**src/rtl/mem_stage_pkg.sv**
```systemverilog
// Shared definitions for the memory stage: mem_op bit positions, FSM encoding,
// SRAM transfer-size codes and the default reset PC.
package mem_stage_pkg;

    localparam int OP_LD_B  = 0;
    localparam int OP_LD_H  = 1;
    localparam int OP_LD_W  = 2;
    localparam int OP_ST_B  = 3;
    localparam int OP_ST_H  = 4;
    localparam int OP_LD_BU = 5;
    localparam int OP_LD_HU = 6;
    localparam int OP_ST_W  = 7;

    typedef enum logic [1:0] {
        ST_IDLE  = 2'd0,
        ST_WAIT  = 2'd1,
        ST_HOLD  = 2'd2,
        ST_DRAIN = 2'd3
    } state_t;

    localparam logic [1:0] SIZE_BYTE = 2'd0;
    localparam logic [1:0] SIZE_HALF = 2'd1;
    localparam logic [1:0] SIZE_WORD = 2'd2;

    localparam logic [31:0] RESET_PC_DEF = 32'h1c00_0000;

endpackage

```
**src/rtl/mem_stage_load_align.sv**
```systemverilog
// Extracts the addressed byte or halfword from a load word and sign- or
// zero-extends it; word loads pass through untouched.
module mem_stage_load_align (
    input  logic [31:0] rdata,
    input  logic [1:0]  addr_lo,
    input  logic        is_byte,
    input  logic        is_half,
    input  logic        sign_ext,
    output logic [31:0] load_data
);

    function automatic logic [31:0] ext8(input logic [7:0] v, input logic sgn);
        return {{24{sgn & v[7]}}, v};
    endfunction

    function automatic logic [31:0] ext16(input logic [15:0] v, input logic sgn);
        return {{16{sgn & v[15]}}, v};
    endfunction

    logic [7:0]  byte_sel;
    logic [15:0] half_sel;

    always_comb begin
        byte_sel = rdata[7:0];
        case (addr_lo)
            2'd0: byte_sel = rdata[7:0];
            2'd1: byte_sel = rdata[15:8];
            2'd2: byte_sel = rdata[23:16];
            2'd3: byte_sel = rdata[31:24];
            default: byte_sel = rdata[7:0];
        endcase
        half_sel = addr_lo[1] ? rdata[31:16] : rdata[15:0];
    end

    always_comb begin
        load_data = rdata;
        if (is_byte)
            load_data = ext8(byte_sel, sign_ext);
        else if (is_half)
            load_data = ext16(half_sel, sign_ext);
    end

endmodule

```
**src/rtl/mem_stage.sv**
```systemverilog
// Memory pipeline stage: issues data-SRAM requests, merges load/mul/div results
// and registers one result per instruction toward write-back.
module mem_stage
    import mem_stage_pkg::*;
#(
    parameter logic [31:0] RESET_PC = RESET_PC_DEF
) (
    input  logic        clk,
    input  logic        rst,
    input  logic        in_valid,
    output logic        in_ready,
    output logic        out_valid,
    input  logic        out_ready,
    input  logic        ex_flush,
    input  logic        ertn_flush,
    output logic        this_exception,
    input  logic [31:0] result,
    input  logic [31:0] PC,
    input  logic [7:0]  mem_op,
    input  logic [2:0]  mul_op,
    input  logic [3:0]  div_op,
    input  logic        res_from_mul,
    input  logic        res_from_div,
    input  logic        res_from_mem,
    input  logic        res_from_csr,
    input  logic        gr_we,
    input  logic        mem_we,
    input  logic [4:0]  dest,
    input  logic [31:0] rkd_value,
    input  logic        has_exception,
    input  logic [5:0]  ecode,
    input  logic [8:0]  esubcode,
    input  logic [31:0] exception_maddr,
    input  logic        ertn,
    output logic        data_req,
    output logic        data_wr,
    output logic [1:0]  data_size,
    output logic [3:0]  data_wstrb,
    output logic [31:0] data_addr,
    output logic [31:0] data_wdata,
    input  logic        data_addr_ok,
    input  logic        data_data_ok,
    input  logic [31:0] data_rdata,
    input  logic        mul_resp_valid,
    output logic        mul_resp_ready,
    input  logic [63:0] mul_resp,
    input  logic        div_resp_valid,
    output logic        div_resp_ready,
    input  logic [31:0] div_quot,
    input  logic [31:0] div_rem,
    output logic [31:0] PC_out,
    output logic [31:0] final_result,
    output logic        gr_we_out,
    output logic [4:0]  dest_out,
    output logic        has_exception_out,
    output logic [5:0]  ecode_out,
    output logic [8:0]  esubcode_out,
    output logic [31:0] exception_maddr_out,
    output logic        ertn_out
);

    state_t      state, state_nxt;
    logic        flush, is_mem, issue, ready_go, load_fire;
    logic        mem_cond, mul_cond, div_cond;
    logic        is_byte_op, is_half_op;
    logic        mul_pick_lo, div_pick_rem;
    logic [31:0] rdata_hold_p1, load_src, load_data, result_nxt;
    logic        unused_csr;

    // CSR results already arrive merged into result, so the flag is not needed here.
    assign unused_csr = res_from_csr;

    assign flush          = ex_flush | ertn_flush;
    assign this_exception = in_valid & (has_exception | ertn);
    assign is_mem         = |mem_op;
    assign issue          = in_valid & is_mem & !this_exception & !flush & (state == ST_IDLE);

    assign is_byte_op = mem_op[OP_LD_B] | mem_op[OP_LD_BU] | mem_op[OP_ST_B];
    assign is_half_op = mem_op[OP_LD_H] | mem_op[OP_LD_HU] | mem_op[OP_ST_H];

    assign data_req  = issue;
    assign data_wr   = mem_we;
    assign data_addr = result;
    assign data_size = is_byte_op ? SIZE_BYTE : (is_half_op ? SIZE_HALF : SIZE_WORD);

    always_comb begin
        data_wdata = rkd_value;
        data_wstrb = 4'h0;
        if (is_byte_op)
            data_wdata = {4{rkd_value[7:0]}};
        else if (is_half_op)
            data_wdata = {2{rkd_value[15:0]}};
        if (mem_op[OP_ST_B])
            data_wstrb = 4'b0001 << result[1:0];
        else if (mem_op[OP_ST_H])
            data_wstrb = 4'b0011 << result[1:0];
        else if (mem_op[OP_ST_W])
            data_wstrb = 4'hf;
    end

    assign mem_cond = !is_mem | ((state == ST_WAIT) & data_data_ok) | (state == ST_HOLD);
    assign mul_cond = !res_from_mul | mul_resp_valid;
    assign div_cond = !res_from_div | div_resp_valid;
    assign ready_go = !in_valid | flush | this_exception | (mem_cond & mul_cond & div_cond);

    assign in_ready       = !rst & (state != ST_DRAIN) & (!in_valid | (ready_go & out_ready));
    assign mul_resp_ready = in_valid & res_from_mul & out_ready & !flush & !this_exception;
    assign div_resp_ready = in_valid & res_from_div & out_ready & !flush & !this_exception;
    assign load_fire      = in_valid & ready_go & out_ready;

    always_comb begin
        state_nxt = state;
        case (state)
            ST_IDLE:  if (issue & data_addr_ok) state_nxt = ST_WAIT;
            ST_WAIT: begin
                if (data_data_ok)
                    state_nxt = (flush | out_ready) ? ST_IDLE : ST_HOLD;
                else if (flush)
                    state_nxt = ST_DRAIN;
            end
            ST_HOLD:  if (out_ready | flush) state_nxt = ST_IDLE;
            ST_DRAIN: if (data_data_ok) state_nxt = ST_IDLE;
            default:  state_nxt = ST_IDLE;
        endcase
    end

    always_ff @(posedge clk) begin
        if (rst)
            state <= ST_IDLE;
        else
            state <= state_nxt;
    end

    // Stage p1: buffer load data that arrived while write-back was stalled.
    always_ff @(posedge clk) begin
        if ((state == ST_WAIT) & data_data_ok & !out_ready & !flush)
            rdata_hold_p1 <= data_rdata;
    end

    assign load_src = (state == ST_HOLD) ? rdata_hold_p1 : data_rdata;

    mem_stage_load_align u_load_align (
        .rdata     (load_src),
        .addr_lo   (result[1:0]),
        .is_byte   (mem_op[OP_LD_B] | mem_op[OP_LD_BU]),
        .is_half   (mem_op[OP_LD_H] | mem_op[OP_LD_HU]),
        .sign_ext  (mem_op[OP_LD_B] | mem_op[OP_LD_H]),
        .load_data (load_data)
    );

    assign mul_pick_lo  = mul_op[0] | !(mul_op[1] | mul_op[2]);
    assign div_pick_rem = (div_op[1] | div_op[3]) & !(div_op[0] | div_op[2]);

    always_comb begin
        result_nxt = result;
        if (res_from_mem)
            result_nxt = load_data;
        else if (res_from_mul)
            result_nxt = mul_pick_lo ? mul_resp[31:0] : mul_resp[63:32];
        else if (res_from_div)
            result_nxt = div_pick_rem ? div_rem : div_quot;
    end

    // Stage p2: registered write-back outputs.
    always_ff @(posedge clk) begin
        if (rst) begin
            PC_out              <= RESET_PC;
            final_result        <= 32'h0;
            gr_we_out           <= 1'b0;
            dest_out            <= 5'h0;
            has_exception_out   <= 1'b0;
            ecode_out           <= 6'h0;
            esubcode_out        <= 9'h0;
            exception_maddr_out <= 32'h0;
            ertn_out            <= 1'b0;
        end else if (load_fire) begin
            PC_out              <= PC;
            final_result        <= result_nxt;
            gr_we_out           <= gr_we & !has_exception;
            dest_out            <= dest;
            has_exception_out   <= has_exception;
            ecode_out           <= ecode;
            esubcode_out        <= esubcode;
            exception_maddr_out <= exception_maddr;
            ertn_out            <= ertn;
        end
    end

    always_ff @(posedge clk) begin
        if (rst)
            out_valid <= 1'b0;
        else if (out_ready)
            out_valid <= in_valid & ready_go & !flush;
    end

endmodule

```
**config.mk**
```make
export PLATFORM = sky130hd
export DESIGN_NAME = mem_stage
export DESIGN_NICKNAME = d
export VERILOG_FILES = /design/src/rtl/mem_stage_pkg.sv /design/src/rtl/mem_stage_load_align.sv /design/src/rtl/mem_stage.sv
export SDC_FILE = /design/constraint.sdc
export NUM_CORES = 1
export LEC_CHECK = 0
export BUFFER_PORTS_ARGS = -buffer_cell sky130_fd_sc_hd__buf_2
export CAP_MARGIN = 20
export CORE_AREA = 3 3 209 211
export CTS_BUF_LIST = sky130_fd_sc_hd__clkbuf_4 sky130_fd_sc_hd__clkbuf_8 sky130_fd_sc_hd__clkbuf_16
export DETAILED_ROUTE_END_ITERATION = 7
export DIE_AREA = 0 0 212 214
export PLACE_DENSITY = 0.56
export SYNTH_ARGS = -nofsm -noshare
export SYNTH_HDL_FRONTEND = slang
export SYNTH_SLANG_ARGS = --single-unit
```
**constraint.sdc**
```tcl
create_clock -name clk -period 4.2 [get_ports clk]
set_input_delay 0.42 -clock clk [delete_from_list [all_inputs] [get_ports clk]]
set_output_delay 0.42 -clock clk [all_outputs]
set_load 0.02 [all_outputs]
```
==> metrics <==
max cap viols=0; Slew headroom=0.316; Hold Worst Slack=168 ps; Post-synth ARST share=0; Cell Area, Synth=8530 µm²; Worst-Margin Slew=1030 ps; Post-Synthesis Cells=1065; post-cts repair resize count=0; register area=3400 µm²; CP Data Required Time=4560 ps; CTS root buffer=clkbuf_16; post-route setup TNS=0 ps; Setup CP Type=reg -> reg; vias per inst=4.66; CTS Buf Count=17; Max Slew Vio Count=0; part of the cycle the worst path needs=0.706; maximum clock rate=337 MHz; # IOs=537; leak pwr=0.00553 µW; RSZ-0062 raised after global routing=no; row cnt=75; yosys warns=0; Remaining DRCs=0; Detail Placement HPWL=31900 µm; Clock Latency Late Sink=440 ps; routed wire length=40400 µm; DR vias=9631; I/O Buffers=533; Startpoint Class=flop; area of the multi-input gates=4440 µm²; pwr/cell area=346 nW/µm²; EDFF count, synth=32; Yosys reg bits=154; Avg WL per Cell=19.6 µm; die width=212 µm; CTS H-tree lvls=4; initial core utilization=0.203; GRT overflow=0; area grow syn2layout=40.4%; core area=41900 µm²; Final Core Density=0.286; WP data arrival=3330 ps; initial antenna violation count=8; gp weighted congestion=0.938; Finish-stage setup viols=0; post-synthesis sequential area ratio=0.399; die area=45400 µm²; Reg clk slew, reported paths=70 ps; first-pass GRT wire length=57300 µm; Setup Skew=8.49 ps; status=completed; height of the chip=214 µm; Clock Path Buffers=2; vias in the first global route=9208; final hold violation count=0; HP Class=in -> reg; initial detailed-routing violation count=669; CTS tree=built; syn_nets=1410; GRT Overall Usage=0.170; worst vdd ir=0.000187 V; top_reg_cell synth=dfxtp_1; DRT antenna net count=0; pin count of the biggest net entering global routing=79; post-CTS setup buffers=0; worst-path fanout max=78; DRT Pass-1 Iters=5; synth unique cells=53; crit end category=flop; fin crit period=2970 ps; CTS Hold Bufs=0; Layout Nets=1856; clk sink count=154; mean area per synthesized cell=8.01 µm²; fillcell total=4597; share of layout cells above drive strength 1=0.421
## Yosys cell counts (all sizes together), types with 2 or more instances
cell,n,area [µm²]
nand2,325,1220
a21oi,137,686
dfxtp,122,2440
buf,69,510
clkbuf,57,215
or3,34,213
mux2,33,372
edfxtp,32,961
mux2i,31,310
nand3,31,168
nor2,31,116
o221ai,24,210
o21ai,20,100
nor3,19,95.1
and3,10,62.6
a311o,9,90.1
a311oi,9,78.8
mux4,8,180
o211ai,8,65.1
o22ai,8,50.1
inv,5,18.8
nand2b,5,31.3
nor2b,5,31.3
ha,4,50.1
a31oi,3,18.8
and4b,3,30.0
nand3b,2,15.0
nor4,2,12.5
o21ba,2,20.0
or4,2,18.8
## through the flow
stage | area, µm² | instances | setup slack (ps) | total power [µW]
5_1_grt | 12000 | 2065 | 980 | 4340
6_report | 12000 | 2065 | 1230 | 4140
2_1_floorplan | 8540 | 1065 | 1280 | 2110
4_1_cts | 12000 | 2063 | 1200 | 4210
3_5_place_dp | 11400 | 2031 | 913 | 2510
3_3_place_gp | 11400 | 2031 | 958 | 2500
## layout by cell type (no fill, tap or decap), types with 2 or more instances in the layout
master,count
inv_6,5
nand2_1,325
nor2b_1,3
and3_1,9
edfxtp_1,32
clkinv_4,2
nor2_1,31
nor3_1,17
a31oi_1,3
or3_1,33
buf_2,532
mux2_2,33
o211ai_1,7
nand2b_1,4
and4b_1,3
nor2b_2,2
o21ba_2,2
ha_1,4
inv_8,4
mux2i_1,31
nand3_1,30
mux4_2,8
o21ai_0,19
o22ai_1,8
diode_2,2
inv_1,5
clkbuf_16,18
o221ai_1,24
a311oi_1,9
a21oi_1,137
nor3_2,2
a311o_1,9
bufinv_16,2
buf_4,21
nand3b_1,2
dfxtp_1,122
## layer usage
layer / part of all wire / wire length, µm / GRT usage / vias up
met5: 0.0010 / 41 / 0 / -
met4: 0.026 / 1060 / 0.0610 / 6
met3: 0.082 / 3310 / 0.0394 / 50
met2: 0.49 / 19900 / 0.295 / 521
met1: 0.40 / 16100 / 0.204 / 4477
li1: - / - / - / 4577
## report_power, final
part | switching (µW) | total [µW] | internal, µW | leakage, µW
logic | 548 | 881 | 333 | 0.00393
registers | 26.4 | 1590 | 1570 | 0.00128
clock network | 729 | 1670 | 938 | 0.000309
total | 1300 | 4140 | 2840 | 0.00553
## worst max-delay path, cell delays in order (launching register included)
cell and delay [ps]:
dfxtp_1 530, nand2b_2 330, o211ai_2 130, a31o_4 260, nand3_4 450, buf_4 770
nand2_1 120, a21oi_1 200
## logic make-up after synthesis
group / after synthesis / synth area share
AOI/OAI and AO/OA: 232 / 0.168
adders and majority gates: 4 / 0.00587
buffers and inverters: 131 / 0.0872
DFF: 154 / 0.399
muxes: 72 / 0.101
and+or+nand+nor: 472 / 0.239
## worst paths after layout
path	slack, ps	end	start	depth (start not counted)
max	1230	PC_out[24]$_SDFFE_PP0P_	state[0]$_SDFFE_PP0P_	7
min	170	rdata_hold_p1[3]$_DFFE_PP_	data_rdata[3]	1
max reg2reg	1230	PC_out[24]$_SDFFE_PP0P_	state[0]$_SDFFE_PP0P_	7
min reg2reg	450	esubcode_out[3]$_SDFFE_PP0P_	esubcode_out[3]$_SDFFE_PP0P_	2
## area by class of cell
| type | instances | area share |
|---|---|---|
| Clock buffer | 18 | 0.0376 |
| Tap cell | 539 | 0.0563 |
| Multi-Input combinational cell | 780 | 0.370 |
| Timing Repair Buffer | 553 | 0.235 |
| Sequential cell | 154 | 0.284 |
| Clock inverter | 14 | 0.0143 |
| Inverter | 5 | 0.00157 |
| Antenna cell | 2 | 0.000418 |
## flip-flops by register name (all words and copies together) (netlist names), 2 cells and up
signal	cells
PC_out	32
ecode_out	6
state	2
final_result	32
esubcode_out	9
rdata_hold_p1	32
dest_out	5
exception_maddr_out	32
Power figures use the tool's default switching activity.
